### src/rtl/vga_timing_pkg.sv
// Shared constants for the VGA raster timing generator: 640x480@60 defaults,
// derived totals and sync windows, coordinate width and sync polarity helpers.
package vga_timing_pkg;

    localparam int COORD_W   = 12;
    localparam int MAX_TOTAL = 1 << COORD_W;

    localparam int VGA_H_ACTIVE = 640;
    localparam int VGA_H_FP     = 16;
    localparam int VGA_H_SYNC   = 96;
    localparam int VGA_H_BP     = 48;
    localparam int VGA_V_ACTIVE = 480;
    localparam int VGA_V_FP     = 10;
    localparam int VGA_V_SYNC   = 2;
    localparam int VGA_V_BP     = 33;

    localparam int VGA_H_TOTAL = VGA_H_ACTIVE + VGA_H_FP + VGA_H_SYNC + VGA_H_BP;
    localparam int VGA_V_TOTAL = VGA_V_ACTIVE + VGA_V_FP + VGA_V_SYNC + VGA_V_BP;

    localparam int VGA_H_SYNC_START = VGA_H_ACTIVE + VGA_H_FP;
    localparam int VGA_H_SYNC_END   = VGA_H_SYNC_START + VGA_H_SYNC;
    localparam int VGA_V_SYNC_START = VGA_V_ACTIVE + VGA_V_FP;
    localparam int VGA_V_SYNC_END   = VGA_V_SYNC_START + VGA_V_SYNC;

    localparam bit POL_ACTIVE_LOW  = 1'b0;
    localparam bit POL_ACTIVE_HIGH = 1'b1;

    function automatic logic sync_level(input logic asserted, input bit pol);
        return asserted ? pol : ~pol;
    endfunction

endpackage

### src/rtl/vga_axis_counter.sv
// One raster axis: wrap counter 0..TOTAL-1 with terminal count and
// sync-window / active-region decode of the current count.
module vga_axis_counter
    import vga_timing_pkg::*;
#(
    parameter int TOTAL      = VGA_H_TOTAL,
    parameter int ACTIVE     = VGA_H_ACTIVE,
    parameter int SYNC_START = VGA_H_SYNC_START,
    parameter int SYNC_END   = VGA_H_SYNC_END
) (
    input  logic               clk,
    input  logic               rstb,
    input  logic               inc,
    output logic [COORD_W-1:0] cnt,
    output logic               tc,
    output logic               in_sync,
    output logic               in_active
);

    localparam logic [COORD_W-1:0] LAST = COORD_W'(TOTAL - 1);
    // One extra bit so a window ending exactly at 4096 still compares correctly.
    localparam logic [COORD_W:0] SYNC_LO = (COORD_W+1)'(SYNC_START);
    localparam logic [COORD_W:0] SYNC_HI = (COORD_W+1)'(SYNC_END);
    localparam logic [COORD_W:0] ACT_HI  = (COORD_W+1)'(ACTIVE);

    logic [COORD_W:0] cnt_ext;

    always_ff @(posedge clk) begin
        if (!rstb) begin
            cnt <= '0;
        end else if (inc) begin
            cnt <= tc ? '0 : cnt + COORD_W'(1);
        end
    end

    assign cnt_ext   = {1'b0, cnt};
    assign tc        = (cnt == LAST);
    assign in_sync   = (cnt_ext >= SYNC_LO) && (cnt_ext < SYNC_HI);
    assign in_active = (cnt_ext < ACT_HI);

endmodule

### src/rtl/vga_timing_gen.sv
// Raster timing generator: pixel divider, x/y counters, syncs, active, pulses, frame count.
// Optional VGA_TIMING_PIPE_ALIGN_EN delays hsync/vsync/active by PIPE_DELAY clk.
module vga_timing_gen
    import vga_timing_pkg::*;
#(
    parameter int H_ACTIVE   = VGA_H_ACTIVE,
    parameter int H_FP       = VGA_H_FP,
    parameter int H_SYNC     = VGA_H_SYNC,
    parameter int H_BP       = VGA_H_BP,
    parameter int V_ACTIVE   = VGA_V_ACTIVE,
    parameter int V_FP       = VGA_V_FP,
    parameter int V_SYNC     = VGA_V_SYNC,
    parameter int V_BP       = VGA_V_BP,
    parameter bit HS_POL     = POL_ACTIVE_LOW,
    parameter bit VS_POL     = POL_ACTIVE_LOW,
    parameter int PIX_DIV    = 1,
    parameter int PIPE_DELAY = 2
) (
    input  logic               clk,
    input  logic               rstb,
    input  logic               en,
    output logic               pix_ce,
    output logic [COORD_W-1:0] x,
    output logic [COORD_W-1:0] y,
    output logic               hsync,
    output logic               vsync,
    output logic               active,
    output logic               line_start,
    output logic               frame_start,
    output logic [15:0]        frame_count
);

    localparam int H_TOTAL = H_ACTIVE + H_FP + H_SYNC + H_BP;
    localparam int V_TOTAL = V_ACTIVE + V_FP + V_SYNC + V_BP;
    localparam int DIV_W   = (PIX_DIV > 1) ? $clog2(PIX_DIV) : 1;
    localparam logic [DIV_W-1:0] DIV_LAST = DIV_W'(PIX_DIV - 1);

    if (H_TOTAL > MAX_TOTAL || V_TOTAL > MAX_TOTAL) begin : g_err_total
        $error("vga_timing_gen: raster total exceeds coordinate range");
    end
    if (PIX_DIV < 1) begin : g_err_div
        $error("vga_timing_gen: PIX_DIV must be at least 1");
    end
    if (PIPE_DELAY < 0) begin : g_err_pipe
        $error("vga_timing_gen: PIPE_DELAY must not be negative");
    end

    logic [DIV_W-1:0]   div_cnt;
    logic [COORD_W-1:0] h_cnt, v_cnt;
    logic               h_tc, v_tc, h_sync, v_sync, h_act, v_act;
    logic               hsync_r, vsync_r, active_r;
    logic               frame_done;
    logic               at_origin;

    always_ff @(posedge clk) begin
        if (!rstb) begin
            div_cnt <= '0;
        end else if (en) begin
            div_cnt <= (div_cnt == DIV_LAST) ? '0 : div_cnt + DIV_W'(1);
        end
    end

    assign pix_ce = rstb & en & (div_cnt == DIV_LAST);

    vga_axis_counter #(
        .TOTAL      (H_TOTAL),
        .ACTIVE     (H_ACTIVE),
        .SYNC_START (H_ACTIVE + H_FP),
        .SYNC_END   (H_ACTIVE + H_FP + H_SYNC)
    ) u_h_axis (
        .clk       (clk),
        .rstb      (rstb),
        .inc       (pix_ce),
        .cnt       (h_cnt),
        .tc        (h_tc),
        .in_sync   (h_sync),
        .in_active (h_act)
    );

    vga_axis_counter #(
        .TOTAL      (V_TOTAL),
        .ACTIVE     (V_ACTIVE),
        .SYNC_START (V_ACTIVE + V_FP),
        .SYNC_END   (V_ACTIVE + V_FP + V_SYNC)
    ) u_v_axis (
        .clk       (clk),
        .rstb      (rstb),
        .inc       (pix_ce & h_tc),
        .cnt       (v_cnt),
        .tc        (v_tc),
        .in_sync   (v_sync),
        .in_active (v_act)
    );

    assign at_origin = (h_cnt == '0) && (v_cnt == '0);

    // frame_done marks that a full frame has been scanned since reset, so the
    // count only advances at the start of frames that follow a completed one.
    always_ff @(posedge clk) begin
        if (!rstb) begin
            x           <= '0;
            y           <= '0;
            hsync_r     <= ~HS_POL;
            vsync_r     <= ~VS_POL;
            active_r    <= 1'b0;
            line_start  <= 1'b0;
            frame_start <= 1'b0;
            frame_count <= '0;
            frame_done  <= 1'b0;
        end else begin
            line_start  <= 1'b0;
            frame_start <= 1'b0;
            if (pix_ce) begin
                x           <= h_cnt;
                y           <= v_cnt;
                hsync_r     <= sync_level(h_sync, HS_POL);
                vsync_r     <= sync_level(v_sync, VS_POL);
                active_r    <= h_act & v_act;
                line_start  <= (h_cnt == '0);
                frame_start <= at_origin;
                if (at_origin && frame_done) begin
                    frame_count <= frame_count + 16'd1;
                end
                if (h_tc && v_tc) begin
                    frame_done <= 1'b1;
                end
            end
        end
    end

`ifdef VGA_TIMING_PIPE_ALIGN_EN
    if (PIPE_DELAY < 1) begin : g_err_pipe_len
        $error("vga_timing_gen: PIPE_DELAY must be at least 1 when alignment is enabled");
    end

    logic [PIPE_DELAY-1:0] hs_pipe, vs_pipe, act_pipe;

    always_ff @(posedge clk) begin
        if (!rstb) begin
            hs_pipe  <= {PIPE_DELAY{~HS_POL}};
            vs_pipe  <= {PIPE_DELAY{~VS_POL}};
            act_pipe <= '0;
        end else begin
            hs_pipe[0]  <= hsync_r;
            vs_pipe[0]  <= vsync_r;
            act_pipe[0] <= active_r;
            for (int i = 1; i < PIPE_DELAY; i++) begin
                hs_pipe[i]  <= hs_pipe[i-1];
                vs_pipe[i]  <= vs_pipe[i-1];
                act_pipe[i] <= act_pipe[i-1];
            end
        end
    end

    assign hsync  = hs_pipe[PIPE_DELAY-1];
    assign vsync  = vs_pipe[PIPE_DELAY-1];
    assign active = act_pipe[PIPE_DELAY-1];
`else
    assign hsync  = hsync_r;
    assign vsync  = vsync_r;
    assign active = active_r;
`endif

endmodule

### config.mk
export PLATFORM = sky130hd
export DESIGN_NAME = vga_timing_gen
export DESIGN_NICKNAME = d
export VERILOG_FILES = /design/src/rtl/vga_timing_pkg.sv /design/src/rtl/vga_axis_counter.sv /design/src/rtl/vga_timing_gen.sv
export SDC_FILE = /design/constraint.sdc
export NUM_CORES = 1
export LEC_CHECK = 0
export ABC_AREA = 0
export CORE_MARGIN = 5
export CORE_UTILIZATION = 58
export CTS_CLUSTER_DIAMETER = 100
export DETAILED_ROUTE_END_ITERATION = 8
export PLACE_DENSITY = 0.85
export SLEW_MARGIN = 30
export SYNTH_ARGS = -nofsm -noshare
export SYNTH_HDL_FRONTEND = slang
export SYNTH_SLANG_ARGS = --single-unit
### constraint.sdc
create_clock -name clk -period 4.4 [get_ports clk]
set_clock_uncertainty 0.15 [all_clocks]
set_input_delay 0.44 -clock clk [delete_from_list [all_inputs] [get_ports clk]]
set_output_delay 0.44 -clock clk [all_outputs]
set_load 0.05 [all_outputs]
==> results of run 1 <==
placed cells by master, fill, tap and decap left out, drive strengths merged, types with 4 or more instances in the layout:
| cell type | n |
|---|---|
| and2 | 19 |
| and3 | 6 |
| and4 | 4 |
| clkbuf | 13 |
| clkdlybuf4s50 | 48 |
| dfxtp | 70 |
| ha | 5 |
| inv | 8 |
| mux2i | 26 |
| nand2 | 18 |
| nand2b | 4 |
| nand3 | 17 |
| nand4 | 19 |
| nor2 | 27 |
| nor2b | 27 |
| nor3 | 11 |
| nor4 | 12 |
| xor2 | 30 |
how the worst min path moves through the flow:
stage | endpoint | cells past startpoint
global route | frame_count[15] | 1
global placement | frame_count[15] | 1
finish | frame_count[15] | 1
floorplan | frame_done | 1
CTS | frame_count[15] | 1
detailed placement | frame_count[15] | 1
per-layer routing:
| metal | vias up | wire, µm |
|---|---|---|
| met4 | 0 | 142 |
| met2 | 83 | 3140 |
| met3 | 18 | 450 |
| met5 | - | 0 |
| li1 | 1267 | - |
| met1 | 1200 | 3080 |
sequential cells by signal, summed over array words and instances, names as in the netlist:
signal	count
y	12
line_start	1
u_v_axis.cnt	12
active	1
frame_done	1
frame_count	16
hsync	1
frame_start	1
x	12
u_h_axis.cnt	12
vsync	1
report_power, final:
group	internal, mW	leakage, nW	switching (mW)	total (mW)
Combinational	0.0229	0.895	0.0377	0.0607
Sequential	0.637	0.565	0.00348	0.641
Clock	0.365	0.120	0.231	0.596
area by class of cell:
type / count / area, µm² / share of cell area (%)
clock buffer: 13 / 169 / 4.23
clock inverter: 3 / 65.1 / 1.63
inverter: 8 / 30.0 / 0.751
multi-input combinational: 247 / 1750 / 43.7
sequential: 70 / 1400 / 35.1
tap: 72 / 90.1 / 2.25
timing repair buffer: 50 / 495 / 12.4
metrics by stage:
step           instances  util, %  total power, mW  setup WS (ns)
5_1_grt              463     73.0             1.34           1.31
6_report             463     73.0             1.30           1.38
4_1_cts              463     72.8             1.31           1.37
3_3_place_gp         447     68.5            0.715           1.37
3_5_place_dp         447     68.5            0.715           1.30
2_1_floorplan        346        -            0.701           2.31
worst max-delay path: stages:
cell	delay, ns
clkdlybuf4s50_1	0.45
buf_4	0.42
and2_1	0.27
clkdlybuf4s50_1	0.84
cells in the mapped netlist, drive strengths merged:
master  number
a31oi        1
ha           5
a21oi        2
o21ai        3
nor4        12
buf          9
nor3        11
nor2b       27
or3          2
nor3b        1
and3         6
inv          8
a21boi       3
o21a         1
xnor2        3
and4b        1
o22a         1
o32a         1
nand2       18
a211o        1
nand3       17
and4bb       1
mux2i       26
nor2        27
o41ai        1
and4         4
nand2b       4
dfxtp       70
clkbuf      12
and2        19
nand4       19
xor2        30
cell families after synthesis:
logic type | count (synthesis) | synth area share, %
AOI/OAI and AO/OA | 14 | 3.22
xor gates and xnor gates | 33 | 8.86
adders and majority gates | 5 | 1.92
buffers and inverters | 29 | 3.91
DFF | 70 | 42.9
muxes | 26 | 7.98
and+or+nand+nor | 169 | 31.2
==> flow_summary.yaml, run 1 <==
detailed_routing:
  detail_route.first_pass.iterations: 4
  route.antenna.remaining_nets: 0
  drt-total-wl_um: 6820
  drcViolationCount: 0
  first_iter_violations: 126
  routed_via_density: 5.55
  wl_per_cell_um: 14.7
  num_vias: 2568
timing:
  rsz0062_at_grt: "no"
  hold_viol_final: 0
  maxSlewHeadroom_pct: 54.3
  fin_hold_ws_ns: 0.313
  fin_crit_sh_pct: 68.7
  setup_viol_count_final: 0
  report.final.slew_viol_count: 0
  finalCriticalPeriod_ns: 3.02
  setup_tns_ns: 0
  tightest_slew_ns: 0.683
  max_freq_mhz: 331
critical_path:
  startpoint_type: "input pin"
  cp.arrival_ns: 2.43
  reg2reg_depth: 5
  required_ns: 3.81
  r2r-end: "frame_count[8]"
  crit_fanout: 34
  worstReg2RegStart: "u_v_axis.cnt[4]"
  timing.critical_path.to: "pix_ce"
  worstSetupStartpoint: "en"
  rrSetupSlack_ns: 1.93
  cp-end-kind: "output pin"
  crit_type: "input pin to output pin"
clock_tree:
  cts.sinks: 70
  insertion_delay_ns: 0.35
  ctsHoldBuffers: 0
  cts_buffer_depth: 2
  postCtsSetupBuffers: 0
  cts_htree_levels: 3
  cts_tree: "done"
  numCtsBuffers: 9
  cts_root_buf: "clkbuf_8"
  path_clk_slew_ns: 0.07
  ctsResizeCount: 0
global_routing:
  grt_pass1_wl_um: 11600
  met2_usage_pct: 32.3
  met1_usage_pct: 23.6
  grt_max_degree: 51
  top_usage_layer: "met2"
  grt_overflow: 0
  track_usage_pct: 19.6
  antenna_found_initial: 0
  grt_pass1_vias: 2482
  use_met3_pct: 5.05
die:
  dieHeight_um: 85.0
  die_w_um: 85.0
  pin_count: 49
  die_area_um2: 7230
  fp-row-count: 27
  coreArea_um2: 5470
  initial_core_util_pct: 59.6
layout:
  drive_gt1_share_pct: 7.67
  n_antenna_cell: 0
  stdcell_area_um2: 4000
  area_growth_syn_to_layout_pct: 22.5
  finalNetCount: 394
  fill_cells: 430
synthesis:
  syn_inst: 346
  ys_top_cells_by_area: "dfxtp_1 43%, xor2_1 8.1%, mux2i_1 8.0%"
  syn_nets: 354
  yosysTopAreaCellShare_pct: 42.9
  ys_ff_latch: 70
  yosys_warnings: 0
  syn_area_per_cell_um2: 9.43
  ys_types: 39
  yosysTopAreaCell: "dfxtp_1"
  seq_area_frac_synth_pct: 42.9
  syn_area_um2: 3260
power:
  powerDensity_nw_per_um2: 325
  p_leak_nw: 1.58
  vdd_drop_max_v: 0.000255
placement:
  place_hpwl_um: 4680
  globalplace.congestion: 0.822
  place_area_um2: 3750
  io_buffers: 48
hold_path:
  hp-class: "register to register"
  hold_start: "frame_count[15]"
run:
  cap_violations: 0
status:
  status: "finished, final reports clean"
Note: power is estimated with default switching activity, not from simulation.
==> run 2: changes to the inputs <==
--- a/config.mk
+++ b/config.mk
@@ -7,10 +7,10 @@
 export LEC_CHECK = 0
 export ABC_AREA = 0
 export CORE_MARGIN = 5
-export CORE_UTILIZATION = 58
+export CORE_UTILIZATION = 54
 export CTS_CLUSTER_DIAMETER = 100
 export DETAILED_ROUTE_END_ITERATION = 8
-export PLACE_DENSITY = 0.85
+export PLACE_DENSITY = 0.8
 export SLEW_MARGIN = 30
 export SYNTH_ARGS = -nofsm -noshare
 export SYNTH_HDL_FRONTEND = slang
==> constraint.sdc (replaced) <==
create_clock -name clk -period 3 [get_ports clk]
set_clock_uncertainty 0.15 [all_clocks]
set_input_delay 0.3 -clock clk [delete_from_list [all_inputs] [get_ports clk]]
set_output_delay 0.3 -clock clk [all_outputs]
set_load 0.05 [all_outputs]
==> run 2 against run 1 <==
  * Largest power group unchanged
  * Register-to-register slack got worse by 1.1 ns
  * Clock power rose by 37%
  * Hold slack got worse by 0.0029 ns
  * Critical endpoint is now frame_count[7]
  * Via count fell by 1.3%
  * Critical path type is now register to register
  * Setup slack got worse by 0.58 ns
  * Die area rose by 6.5%
==> flow_summary.yaml, run 2 (synthesized netlist as in run 1, its figures left out) <==
timing:
  rsz0062_at_grt: "no"
  setup_tns_ns: 0
  setup_slack_ns: 0.796
  report.final.slew_viol_count: 0
  finalCriticalPeriod_ns: 2.20
  max_freq_mhz: 454
  tightest_slew_ns: 0.576
  maxSlewHeadroom_pct: 61.3
  hold_viol_final: 0
  fin_crit_sh_pct: 73.5
  setup_viol_count_final: 0
power:
  p_leak_nw: 1.56
  total_power_mw: 1.85
  powerDensity_nw_per_um2: 463
  vdd_drop_max_v: 0.000291
clock_tree:
  insertion_delay_ns: 0.34
  cts_root_buf: "clkbuf_8"
  cts_htree_levels: 3
  cts_buffer_depth: 2
  cts.sinks: 70
  ctsHoldBuffers: 0
  numCtsBuffers: 9
  path_clk_slew_ns: 0.07
  cts_tree: "done"
  ctsResizeCount: 0
  postCtsSetupBuffers: 0
layout:
  regMostFlops: "frame_count"
  drive_gt1_share_pct: 8.40
  final_cell_mix: "70 x dfxtp_1, 47 x clkdlybuf4s50_1, 30 x xor2_1"
  fill_cells: 480
  area_growth_syn_to_layout_pct: 22.4
  n_antenna_cell: 0
  finalNetCount: 396
  mostFrequentLayoutCell: "dfxtp_1"
  largest_reg_flops: 16
  stdcell_area_um2: 3990
die:
  die_w_um: 87.7
  fp-row-count: 28
  initial_core_util_pct: 55.4
  coreArea_um2: 5890
  die_area_um2: 7700
  pin_count: 49
  dieHeight_um: 87.7
placement:
  place_ws_ns: 0.481
  place_hpwl_um: 4700
  place_area_um2: 3780
  io_buffers: 48
  globalplace.congestion: 0.782
detailed_routing:
  routed_via_density: 5.42
  drt-total-wl_um: 6790
  wl_per_cell_um: 14.5
  route.antenna.remaining_nets: 0
  detail_route.first_pass.iterations: 4
  num_vias: 2535
  first_iter_violations: 100
  drcViolationCount: 0
hold_path:
  hp-class: "register to register"
  hold_start: "frame_count[15]"
  min_to: "frame_count[15]"
  holdPathStages: 1
critical_path:
  crit_type: "register to register"
  cp-end-kind: "register"
  startpoint_type: "register"
  reg2reg_depth: 7
  cp_cell_sequence: "inv_1, ha_1, nor2b_1, nand4_2, nor4_1, xor2_1, and2_1"
  required_ns: 3.09
  cpPeakStageDelay_ns: 0.45
  worstReg2RegStart: "u_h_axis.cnt[0]"
  r2r-end: "frame_count[7]"
  crit_slowest_cell: "nor4_1"
  cp.arrival_ns: 2.29
  rrSetupSlack_ns: 0.80
  crit_fanout: 14
global_routing:
  grt_pass1_wl_um: 11300
  grt_pass1_vias: 2451
  antenna_found_initial: 0
  grt_max_degree: 50
  track_usage_pct: 18.7
  grt_overflow: 0
run:
  cap_violations: 0
status:
  status: "finished, final reports clean"
run 2: worst max path at each step:
stage,endpoint,from,cells past startpoint
after detailed placement,u_v_axis.cnt[1],en,7
after global routing,frame_count[7],u_h_axis.cnt[0],7
after floorplan,frame_count[9],frame_count[2],5
after global placement,u_v_axis.cnt[5],en,7
final,frame_count[7],u_h_axis.cnt[0],7
after CTS,pix_ce,en,4
run 2: where the power goes:
part,internal (mW),switching [mW],total (mW)
registers,0.934,0.00510,0.939
logic,0.0354,0.0564,0.0919
clock network,0.467,0.352,0.819
run 2: area by class of cell:
class / count / area [µm²] / area share, %
clock buffers: 10 / 128 / 3.20
well taps: 75 / 93.8 / 2.35
multi-input cells: 247 / 1730 / 43.4
flip-flops and latches: 70 / 1400 / 35.1
clock inverters: 6 / 86.3 / 2.16
repair buffers: 52 / 520 / 13.0
inverters: 8 / 30.0 / 0.752
run 2: per-stage QoR:
step                      std cells  hold slack [ns]  util [%]
after floorplan                 346            0.296         -
after global placement          452            0.297      64.2
after detailed placement        452            0.310      64.2
after CTS                       468            0.320      67.9
after global routing            468            0.336      67.9
final                           468            0.310      67.9
run 2: layer usage:
metal | vias up | global-route usage [%] | share of wire [%]
met3 | 11 | 4.89 | 4.7
met1 | 1191 | 23.6 | 47
li1 | 1271 | - | -
met4 | 0 | 7.67 | 1.4
met2 | 62 | 30.5 | 47
met5 | - | 0 | 0
run 2: critical path, delay by kind of cell (launching register included):
family,cells,cell delay (ns)
flops,1,0.38
xor+xnor,1,0.10
fa+ha+maj,1,0.14
buf+inv,1,0.10
simple gates,4,1.23
